**config.mk**
```make
export PLATFORM = sky130hd
export DESIGN_NAME = mram_spi_responder
export DESIGN_NICKNAME = d
export VERILOG_FILES = /design/src/rtl/mram_spi_responder.sv
export SDC_FILE = /design/constraint.sdc
export NUM_CORES = 1
export LEC_CHECK = 0
export CELL_PAD_IN_SITES_DETAIL_PLACEMENT = 1
export CELL_PAD_IN_SITES_GLOBAL_PLACEMENT = 2
export CORE_ASPECT_RATIO = 1.1
export CORE_MARGIN = 3
export CORE_UTILIZATION = 42
export CTS_CLUSTER_DIAMETER = 30
export CTS_CLUSTER_SIZE = 25
export DETAILED_ROUTE_END_ITERATION = 8
export DONT_BUFFER_PORTS = 1
export GPL_TIMING_DRIVEN = 0
export PLACE_DENSITY_LB_ADDON = 0.1
export RECOVER_POWER = 100
export SYNTH_ARGS = -nofsm -noshare
export SYNTH_HDL_FRONTEND = slang
export SYNTH_SLANG_ARGS = --single-unit
```
**constraint.sdc**
```tcl
create_clock -name clk -period 2.75 [get_ports clk]
set_input_delay 0.55 -clock clk [delete_from_list [all_inputs] [get_ports clk]]
set_output_delay 0.55 -clock clk [all_outputs]
set_load 0.02 [all_outputs]
```
**src/rtl/mram_spi_responder.sv**
```systemverilog
// SPI slave stand-in for the MR25H128 MRAM: WREN/WRDI/RDSR/WRSR/READ/WRITE on a small
// emulated array whose contents (and SRWD/BP) survive reset, so pulse-ID restore can be exercised.
module mram_spi_responder #(
  parameter int MEM_BYTES   = 16,
  parameter int SYNC_STAGES = 2
) (
  input  logic        clk,
  input  logic        reset,
  input  logic        i_cs,
  input  logic        i_sck,
  input  logic        i_mosi,
  output logic        o_miso,
  output logic [7:0]  o_statusReg,
  output logic        o_wrStrobe,
  output logic [15:0] o_wrAddr,
  output logic [7:0]  o_wrData,
  output logic        o_cmdError
);

  localparam int AW = $clog2(MEM_BYTES);
  localparam logic [15:0] ADDR_MASK = 16'(MEM_BYTES - 1);

  typedef enum logic [3:0] {
    IDLE, CMD, ADDR_HI, ADDR_LO, RD_DATA, WR_DATA, RDSR, WRSR, IGNORE
  } state_t;

  state_t r_state;
  state_t w_nextState;

  // cs powers up deasserted so the first sampled edge is never a false fall
  logic [SYNC_STAGES-1:0] r_csSync = '1;
  logic [SYNC_STAGES-1:0] r_sckSync = '0;
  logic [SYNC_STAGES-1:0] r_mosiSync = '0;
  logic                   r_csPrev = 1'b1;
  logic                   r_sckPrev = 1'b0;

  // Non-volatile contents: zero only at power-up, never touched by reset
  logic [7:0] r_mem [MEM_BYTES] = '{default: 8'h00};
  logic       r_srwd = 1'b0;
  logic [1:0] r_bp = 2'b00;

  logic [2:0]  r_bitCnt;
  logic [6:0]  r_shift;
  logic [15:0] r_addr;
  logic        r_isRead;
  logic        r_wel;
  logic        r_miso;
  logic [6:0]  r_tx;
  logic        r_wrStrobe;
  logic [15:0] r_wrAddr;
  logic [7:0]  r_wrData;
  logic        r_cmdError;

  logic          w_cs;
  logic          w_sck;
  logic          w_mosi;
  logic          w_sckRise;
  logic          w_sckFall;
  logic          w_csFall;
  logic          w_byteDone;
  logic [7:0]    w_byteIn;
  logic [AW-1:0] w_idx;
  logic [7:0]    w_status;
  logic [7:0]    w_loadByte;
  logic          w_protected;
  logic          w_setWel;
  logic          w_clrWel;
  logic          w_cmdErr;
  logic          w_wrCommit;
  logic          w_wrsrCommit;
  logic          w_addrInc;
  logic          w_txActive;

  always_ff @(posedge clk) begin
    r_csSync   <= {r_csSync[SYNC_STAGES-2:0], i_cs};
    r_sckSync  <= {r_sckSync[SYNC_STAGES-2:0], i_sck};
    r_mosiSync <= {r_mosiSync[SYNC_STAGES-2:0], i_mosi};
    r_csPrev   <= w_cs;
    r_sckPrev  <= w_sck;
  end

  assign w_cs       = r_csSync[SYNC_STAGES-1];
  assign w_sck      = r_sckSync[SYNC_STAGES-1];
  assign w_mosi     = r_mosiSync[SYNC_STAGES-1];
  assign w_sckRise  = w_sck & ~r_sckPrev;
  assign w_sckFall  = ~w_sck & r_sckPrev;
  assign w_csFall   = ~w_cs & r_csPrev;
  assign w_byteIn   = {r_shift, w_mosi};
  assign w_byteDone = w_sckRise && (r_bitCnt == 3'd7) && !w_cs;
  assign w_idx      = r_addr[AW-1:0];
  assign w_status   = {r_srwd, 3'b000, r_bp, r_wel, 1'b0};
  assign w_loadByte = (r_state == RDSR) ? w_status : r_mem[w_idx];

  always_comb begin
    w_protected = 1'b0;
    case (r_bp)
      2'b01:   w_protected = &w_idx[AW-1:AW-2];
      2'b10:   w_protected = w_idx[AW-1];
      2'b11:   w_protected = 1'b1;
      default: w_protected = 1'b0;
    endcase
  end

  always_ff @(posedge clk) begin
    if (reset) r_state <= IDLE;
    else       r_state <= w_nextState;
  end

  // A high cs wins over everything, including a byte completing on the same cycle
  always_comb begin
    w_nextState = r_state;
    if (w_cs) begin
      w_nextState = IDLE;
    end else begin
      case (r_state)
        IDLE:    if (w_csFall) w_nextState = CMD;
        CMD: begin
          if (w_byteDone) begin
            case (w_byteIn)
              8'h05:        w_nextState = RDSR;
              8'h01:        w_nextState = WRSR;
              8'h03, 8'h02: w_nextState = ADDR_HI;
              default:      w_nextState = IGNORE;
            endcase
          end
        end
        ADDR_HI: if (w_byteDone) w_nextState = ADDR_LO;
        ADDR_LO: if (w_byteDone) w_nextState = r_isRead ? RD_DATA : WR_DATA;
        WRSR:    if (w_byteDone) w_nextState = IGNORE;
        default: w_nextState = r_state;
      endcase
    end
  end

  always_comb begin
    w_setWel     = 1'b0;
    w_clrWel     = 1'b0;
    w_cmdErr     = 1'b0;
    w_wrCommit   = 1'b0;
    w_wrsrCommit = 1'b0;
    w_addrInc    = 1'b0;
    w_txActive   = 1'b0;
    case (r_state)
      CMD: begin
        if (w_byteDone) begin
          case (w_byteIn)
            8'h06:                      w_setWel = 1'b1;
            8'h04:                      w_clrWel = 1'b1;
            8'h05, 8'h01, 8'h03, 8'h02: w_cmdErr = 1'b0;
            default:                    w_cmdErr = 1'b1;
          endcase
        end
      end
      WR_DATA: begin
        w_addrInc  = w_byteDone;
        w_wrCommit = w_byteDone && r_wel && !w_protected;
      end
      RD_DATA: begin
        w_addrInc  = w_byteDone;
        w_txActive = 1'b1;
      end
      RDSR:    w_txActive = 1'b1;
      WRSR:    w_wrsrCommit = w_byteDone && r_wel;
      default: w_txActive = 1'b0;
    endcase
  end

  always_ff @(posedge clk) begin
    if (w_wrCommit) r_mem[w_idx] <= w_byteIn;
    if (w_wrsrCommit) begin
      r_srwd <= w_byteIn[7];
      r_bp   <= w_byteIn[3:2];
    end
  end

  // Bit counting, address tracking and the miso shifter; a bit-count of zero on an sck fall
  // marks a byte boundary where the next outgoing byte is loaded
  always_ff @(posedge clk) begin
    if (reset) begin
      r_bitCnt   <= 3'd0;
      r_shift    <= 7'd0;
      r_addr     <= 16'd0;
      r_isRead   <= 1'b0;
      r_wel      <= 1'b0;
      r_miso     <= 1'b0;
      r_tx       <= 7'd0;
      r_wrStrobe <= 1'b0;
      r_wrAddr   <= 16'd0;
      r_wrData   <= 8'd0;
      r_cmdError <= 1'b0;
    end else begin
      if (r_state == IDLE)  r_bitCnt <= 3'd0;
      else if (w_sckRise)   r_bitCnt <= r_bitCnt + 3'd1;
      if (w_sckRise) r_shift <= w_byteIn[6:0];
      if (r_state == CMD && w_byteDone) r_isRead <= (w_byteIn == 8'h03);
      if (r_state == ADDR_HI && w_byteDone)      r_addr <= {w_byteIn, 8'h00} & ADDR_MASK;
      else if (r_state == ADDR_LO && w_byteDone) r_addr <= {r_addr[15:8], w_byteIn} & ADDR_MASK;
      else if (w_addrInc)                        r_addr <= (r_addr + 16'd1) & ADDR_MASK;
      if (w_setWel)      r_wel <= 1'b1;
      else if (w_clrWel) r_wel <= 1'b0;
      if (!w_txActive || w_cs) begin
        r_miso <= 1'b0;
        r_tx   <= 7'd0;
      end else if (w_sckFall) begin
        if (r_bitCnt == 3'd0) begin
          r_miso <= w_loadByte[7];
          r_tx   <= w_loadByte[6:0];
        end else begin
          r_miso <= r_tx[6];
          r_tx   <= {r_tx[5:0], 1'b0};
        end
      end
      r_wrStrobe <= w_wrCommit;
      if (w_wrCommit) begin
        r_wrAddr <= r_addr;
        r_wrData <= w_byteIn;
      end
      r_cmdError <= w_cmdErr;
    end
  end

  assign o_miso      = r_miso;
  assign o_statusReg = w_status;
  assign o_wrStrobe  = r_wrStrobe;
  assign o_wrAddr    = r_wrAddr;
  assign o_wrData    = r_wrData;
  assign o_cmdError  = r_cmdError;

endmodule

```
# Yosys cells after proc, flatten, opt, wreduce, memory -nomap -nowiden
# Memory sizes are Yosys's and may differ from the RTL's. A register that Yosys moved wholly into a read port is not among the register bits.
# Cells that the tools add are included.
word_totals:
  ff_bits: 53
  mem_bits_rw: 128
  out_inout_bits: 35
  elab_cells: 110
  mem_count: 1
mem_list:
  columns: ["name", "depth", "word_bits", "rd", "rd_clocked_by_memory_dff", "write_ports", "line", "rtl"]
  rows:
  - ["r_mem", 16, 8, 1, 1, 1, "38", "logic [7:0] r_mem [MEM_BYTES] = '{default: 8'h00};"]
classes:
  addsub: 2
  n_eq_ne: 22
  muxes: 31
  bitwise: 8
  reduce_logical: 27
op_table:
  columns: ["cell", "count"]
  rows:
  - ["4-bit two-way mux", 9]
  - ["8-bit by 3-bit equality test with 1-bit output, second input constant", 3]
  - ["4-bit one-hot mux with 5 select lines", 1]
  - ["1-bit two-way mux", 17]
  - ["4-bit by 3-bit equality test with 1-bit output, second input constant", 4]
  - ["8-bit by 2-bit equality test with 1-bit output, second input constant", 2]
  - ["2-bit OR reduction", 7]
  - ["4-bit one-hot mux with 3 select lines", 1]
  - ["2-bit != test, second input constant", 5]
  - ["4-bit by 2-bit equality test with 1-bit output, second input constant", 2]
  - ["8-bit by 1-bit equality test with 1-bit output, second input constant", 1]
  - ["8-bit two-way mux", 1]
  - ["1-bit logical AND", 7]
  - ["7-bit two-way mux", 1]
  - ["6-bit AND reduction", 1]
  - ["6-bit OR reduction", 1]
  - ["1-bit inverter", 5]
  - ["5-bit nonzero test", 1]
  - ["4-bit by 1-bit adder with 4-bit output, second input constant", 1]
  - ["2-bit equality test, second input constant", 2]
  - ["4-bit by 1-bit equality test with 1-bit output, second input constant", 1]
  - ["4-bit logical NOT", 1]
  - ["2-bit nonzero test", 2]
  - ["3-bit by 1-bit adder with 3-bit output, second input constant", 1]
  - ["other kinds (9)", 13]

# Logic depth before layout (Yosys ltp)
logic_depth:
  word_depth: 9
  depth_mapped: 10
  mapped_depth_nobuf: 7

# Least setup slack after synthesis
# OpenSTA, ideal clock, no wires.
synth_path:
  path_kind: "register to register"
  startpoint: "reg r_bitCnt[0]"
  endpoint: "mem r_mem[0][0] (enable)"
  arrival_ns: 2.593
  path_slack_ns: -0.227
  stages_incl_launch_ff: 11
  path_cell_list: "dfxtp_1 -> ha_1 -> ha_1 -> and4bb_2 -> and3_1 -> clkbuf_1 -> o2111a_1 -> buf_2 -> buf_2 -> nand2_1 -> nor3_1"
synth_via:
  elab_chain_len: 8
synth_rtl:
  columns: ["element", "line", "rtl"]
  rows:
  - ["start: declaration", "42", "logic [2:0] r_bitCnt;"]
  - ["start signal: assignment", "193", "else if (w_sckRise) r_bitCnt <= r_bitCnt + 3'd1;"]
  - ["3-bit equality test", "89", "assign w_byteDone = w_sckRise && (r_bitCnt == 3'd7) && !w_cs;"]
  - ["1-bit logical AND (2 in series)", "89", null]
  - ["1-bit logical AND (2 in series)", "156", "w_wrCommit = w_byteDone && r_wel && !w_protected;"]
  - ["1-bit two-way mux", "143", "case (r_state)"]
  - ["1-bit two-way mux", "169", "if (w_wrCommit) r_mem[w_idx] <= w_byteIn;"]
  - ["1-bit two-way mux (not written as such)", "169", null]
  - ["end: declaration", "38", null]
# No other way between the ends.

# Worst setup path in the final report
layout_path:
  startpoint: "reg r_bitCnt[0]"
  endpoint: "mem r_mem[2][4] (enable)"
# The elaborated chain is that of the path after synthesis.

==> run_results.csv <==
group,metric,value,unit
power_and_ir_drop,switchingPower,0.00116,W
route,routed_via_density,5.35,
placed_design,place_area,0.00774,mm^2
synthesis,yosys_register_bits,185,
global_route,grt_util_met2,29.4,%
clock_tree,htreeDepth,4,
critical_path,ff2ff_setup_slack,0.11,ns
critical_path,arrival,2.78,ns
clock_tree,cts_tree,"built",
sta,tightest_slew,1.04,ns
power_and_ir_drop,p_comb_share,1.5,%
sta,whs,0.140,ns
floorplan,die_x,132,um
critical_path,worstPathRequired,2.89,ns
sta,period_needed,2.64,ns
power_and_ir_drop,p_clk_share,44.5,%
floorplan,die_h,145,um
floorplan,dieArea,0.0192,mm^2
route,drc,0,
global_route,grt_util_met3,3.88,%
route,post_drt_wl_per_cell,21.9,um
power_and_ir_drop,power_leakage,2.81,nW
route,drtPass1Iterations,4,
synthesis,yosysWarnings,0,
critical_path,crit-reg2reg-launch,"r_bitCnt[0]$_SDFFE_PP0N_",
clock_tree,clk_latency,0.43,ns
power_and_ir_drop,sw_frac_of_total,21.0,%
synthesis,synth_area,0.00737,mm^2
placed_design,gp_congestion,0.775,
route,initialDrtViolationCount,343,
floorplan,start_util,43.0,%
hold_path,whs_path_depth,0,
route,postRouteAntennaNets,0,
sta,setup_violations,0,
synthesis,synthDistinctLibCells,46,
route,vias,4169,
critical_path,worstSetupEndpointType,"flop",
synthesis,syn_inst,489,
hold_path,hold_path_end,"r_csSync[0]$_DFF_P_",
finish,final_area,0.00859,mm^2
synthesis,synth_edf_count,131,
hold_path,hp-start,"i_cs",
sta,rsz0062_at_grt,"yes",
power_and_ir_drop,internal_power,0.00435,W
critical_path,reg2reg_depth,10,
sta,finalMaxSlewViolations,0,
finish,fin_nets,544,
clock_tree,cts_hold_buffers,0,
global_route,grt_pass1_vias,4360,
finish,area_delta_synth_final,16.5,%
global_route,grt_use_met1,25.8,%
hold_path,hold_class,"input pin to flop",
floorplan,io_pins,40,
clock_tree,numCtsBuffers,17,
floorplan,core_area,0.0171,mm^2
global_route,antenna_found_initial,0,
power_and_ir_drop,seq_power_share,54.0,%
sta,hold_viol_final,0,
critical_path,crit_fanout,10,
route,wirelength,17100,um
power_and_ir_drop,power.total,0.00551,W
synthesis,yosysSeqAreaShare,68.0,%
critical_path,path_class,"flop to flop",
finish,drive_above_1_share,23.3,%
synthesis,synthFlopType,"edfxtp_1",
clock_tree,clockBufferDepth,2,
power_and_ir_drop,p_per_area,641,mW/mm^2
finish,fillers,1714,
power_and_ir_drop,irDropWorstVdd,0.472,mV
global_route,grt_usage,18.4,%
placed_design,io_buffer_count,0,
floorplan,num_rows,50,
clock_tree,clkTransAtPathRegs,0.07,ns
synthesis,async_reset_ff_share,0,%
run_status,status,"finished, final reports clean",
sta,fmax,378,MHz
critical_path,r2r-end,"r_mem[2][4]$_DFFE_PP_",
clock_tree,clkSinkCount,185,
sta,period_share,96.1,%
global_route,grt_start_max_net_pins,26,
placed_design,dp.final_hpwl,11400,um
global_route,grt_pass1_wl,26300,um
sta,fin_worst_skew,0.0105,ns
critical_path,start_kind,"flop",
finish,num_antenna_cells,0,
finish,final_util,50.1,%
run,cap_violations,0,
global_route,busiest_layer,"met2",
synthesis,syn_avg_cell_area,15.1,um^2
sta,relSlewSlack,30.5,%
global_route,grt_overflow,0,
clock_tree,cts-root-buf,"clkbuf_16",
==> layer usage <==
metal	routed length [um]	vias to the layer above
li1	-	1922
met1	7740	2152
met2	8570	85
met3	622	10
met4	152	0
met5	0	-
==> timing repair <==
item                       CTS  global route
setup endpoints to repair  131           108
buffers inserted             6             2
pin swaps                    4             3
resized for setup           44            14
==> power groups by stage <==
stage	registers [W]	clock network [W]	logic (W)
finish	0.00298	0.00245	0.0000824
global route	0.00298	0.00262	0.0000905
CTS	0.00298	0.00251	0.0000810
detailed placement	0.00304	0	0.0000805
global placement	0.00304	0	0.0000796
floorplan	0.00303	0	0.0000689
==> synthesized netlist by cell type (all sizes together) (3+ instances only) <==
cell | n | area share [%]
nand2 | 35 | 1.8
nand3 | 3 | 0.20
buf | 25 | 2.3
dfxtp | 54 | 15
a21oi | 24 | 1.6
ha | 7 | 1.2
nor2b | 12 | 1.0
o211ai | 4 | 0.41
nor2 | 41 | 2.1
a211oi | 3 | 0.31
and3 | 4 | 0.34
nor3 | 7 | 0.48
mux2 | 4 | 0.61
a311oi | 5 | 0.59
mux2i | 13 | 1.8
inv | 7 | 0.36
mux4 | 33 | 10
o221ai | 3 | 0.36
edfxtp | 131 | 53
a22o | 7 | 0.83
nand2b | 8 | 0.68
clkbuf | 21 | 1.1
a31oi | 8 | 0.68
o21ai | 5 | 0.34
==> placed cells by master, fill, tap and decap left out, types with 7 or more instances in the layout <==
cell type | netlist | routed
edfxtp_1 | 131 | 131
dfxtp_1 | 54 | 54
mux4_2 | 33 | 33
nand2_1 | 35 | 31
nor2_1 | 41 | 29
a21oi_1 | 24 | 24
clkbuf_1 | 21 | 22
buf_4 | 19 | 22
clkbuf_16 | 0 | 17
conb_1 | 1 | 16
mux2i_1 | 13 | 13
nor2_4 | 0 | 12
nor2b_1 | 12 | 12
nand2b_1 | 8 | 8
a31oi_1 | 8 | 8
inv_1 | 7 | 7
a22o_1 | 7 | 7
ha_1 | 7 | 7
==> cell families (layout without fill, tap and decap cells) <==
logic type | Yosys count | count (layout) | share of synthesized area [%]
flip-flops | 185 | 185 | 68.0
AND/OR/NAND/NOR | 123 | 123 | 8.08
AO/OA/AOI/OAI | 66 | 66 | 5.97
buffers and inverters | 53 | 94 | 3.75
multiplexers | 50 | 50 | 12.5
adder cells (fa/ha/maj) | 7 | 7 | 1.19
XOR/XNOR | 4 | 4 | 0.475
other | 1 | 16 | 0.0509
==> through the flow <==
step	std cells	TNS, ns	setup slack [ns]
after floorplan	504	-7.25	-0.227
after global placement	738	-103.07	-1.29
after detailed placement	740	-97.09	-0.914
after CTS	777	-0.830	-0.0589
after global routing	779	-0.0675	-0.0105
final	779	0	0.108
==> sequential cells by signal (all words and copies together) (netlist names), 2 cells and up, named ones only <==
register and cells:
r_mem 128, r_bp 2, r_shift 7, r_sckSync 2, r_mosiSync 2, r_addr 4
r_bitCnt 3, o_wrData 8, r_csSync 2, r_state 4, r_tx 7, o_wrAddr 4
==> worst max-delay path by stage <==
stage	from	endpoint	slack, ns	depth (start not counted)
after detailed placement	r_bitCnt[0]$_SDFFE_PP0N_	r_mem[3][1]$_DFFE_PP_	-0.91	10
after CTS	r_bitCnt[0]$_SDFFE_PP0N_	r_mem[13][4]$_DFFE_PP_	-0.06	9
after floorplan	r_bitCnt[0]$_SDFFE_PP0N_	r_mem[0][0]$_DFFE_PP_	-0.23	10
after global routing	r_bitCnt[0]$_SDFFE_PP0N_	r_mem[2][1]$_DFFE_PP_	-0.01	10
after global placement	r_bitCnt[0]$_SDFFE_PP0N_	r_mem[2][1]$_DFFE_PP_	-1.29	10
final	r_bitCnt[0]$_SDFFE_PP0N_	r_mem[2][4]$_DFFE_PP_	0.11	10
==> cell type report <==
| cell class | count | area (um^2) | area share [%] |
|---|---|---|---|
| inverters | 7 | 26.3 | 0.306 |
| flip-flops and latches | 185 | 5010 | 58.4 |
| multi-input cells | 266 | 2320 | 27.0 |
| plain buffers | 45 | 258 | 3.00 |
| repair buffers | 10 | 90.1 | 1.05 |
| well taps | 234 | 293 | 3.41 |
| clock buffers | 18 | 429 | 4.99 |
| clock inverters | 14 | 163 | 1.89 |
==> critical path, cell delays in order (launching register included) <==
cell and delay (ns):
dfxtp_1 0.37, ha_1 0.17, ha_1 0.18, and4bb_1 0.28, and3_4 0.25, o2111a_1 0.23, buf_6 0.16, buf_8 0.18
nand2_4 0.12, nor3_4 0.19, buf_4 0.20
No activity file was read; power rests on OpenSTA's default activity.
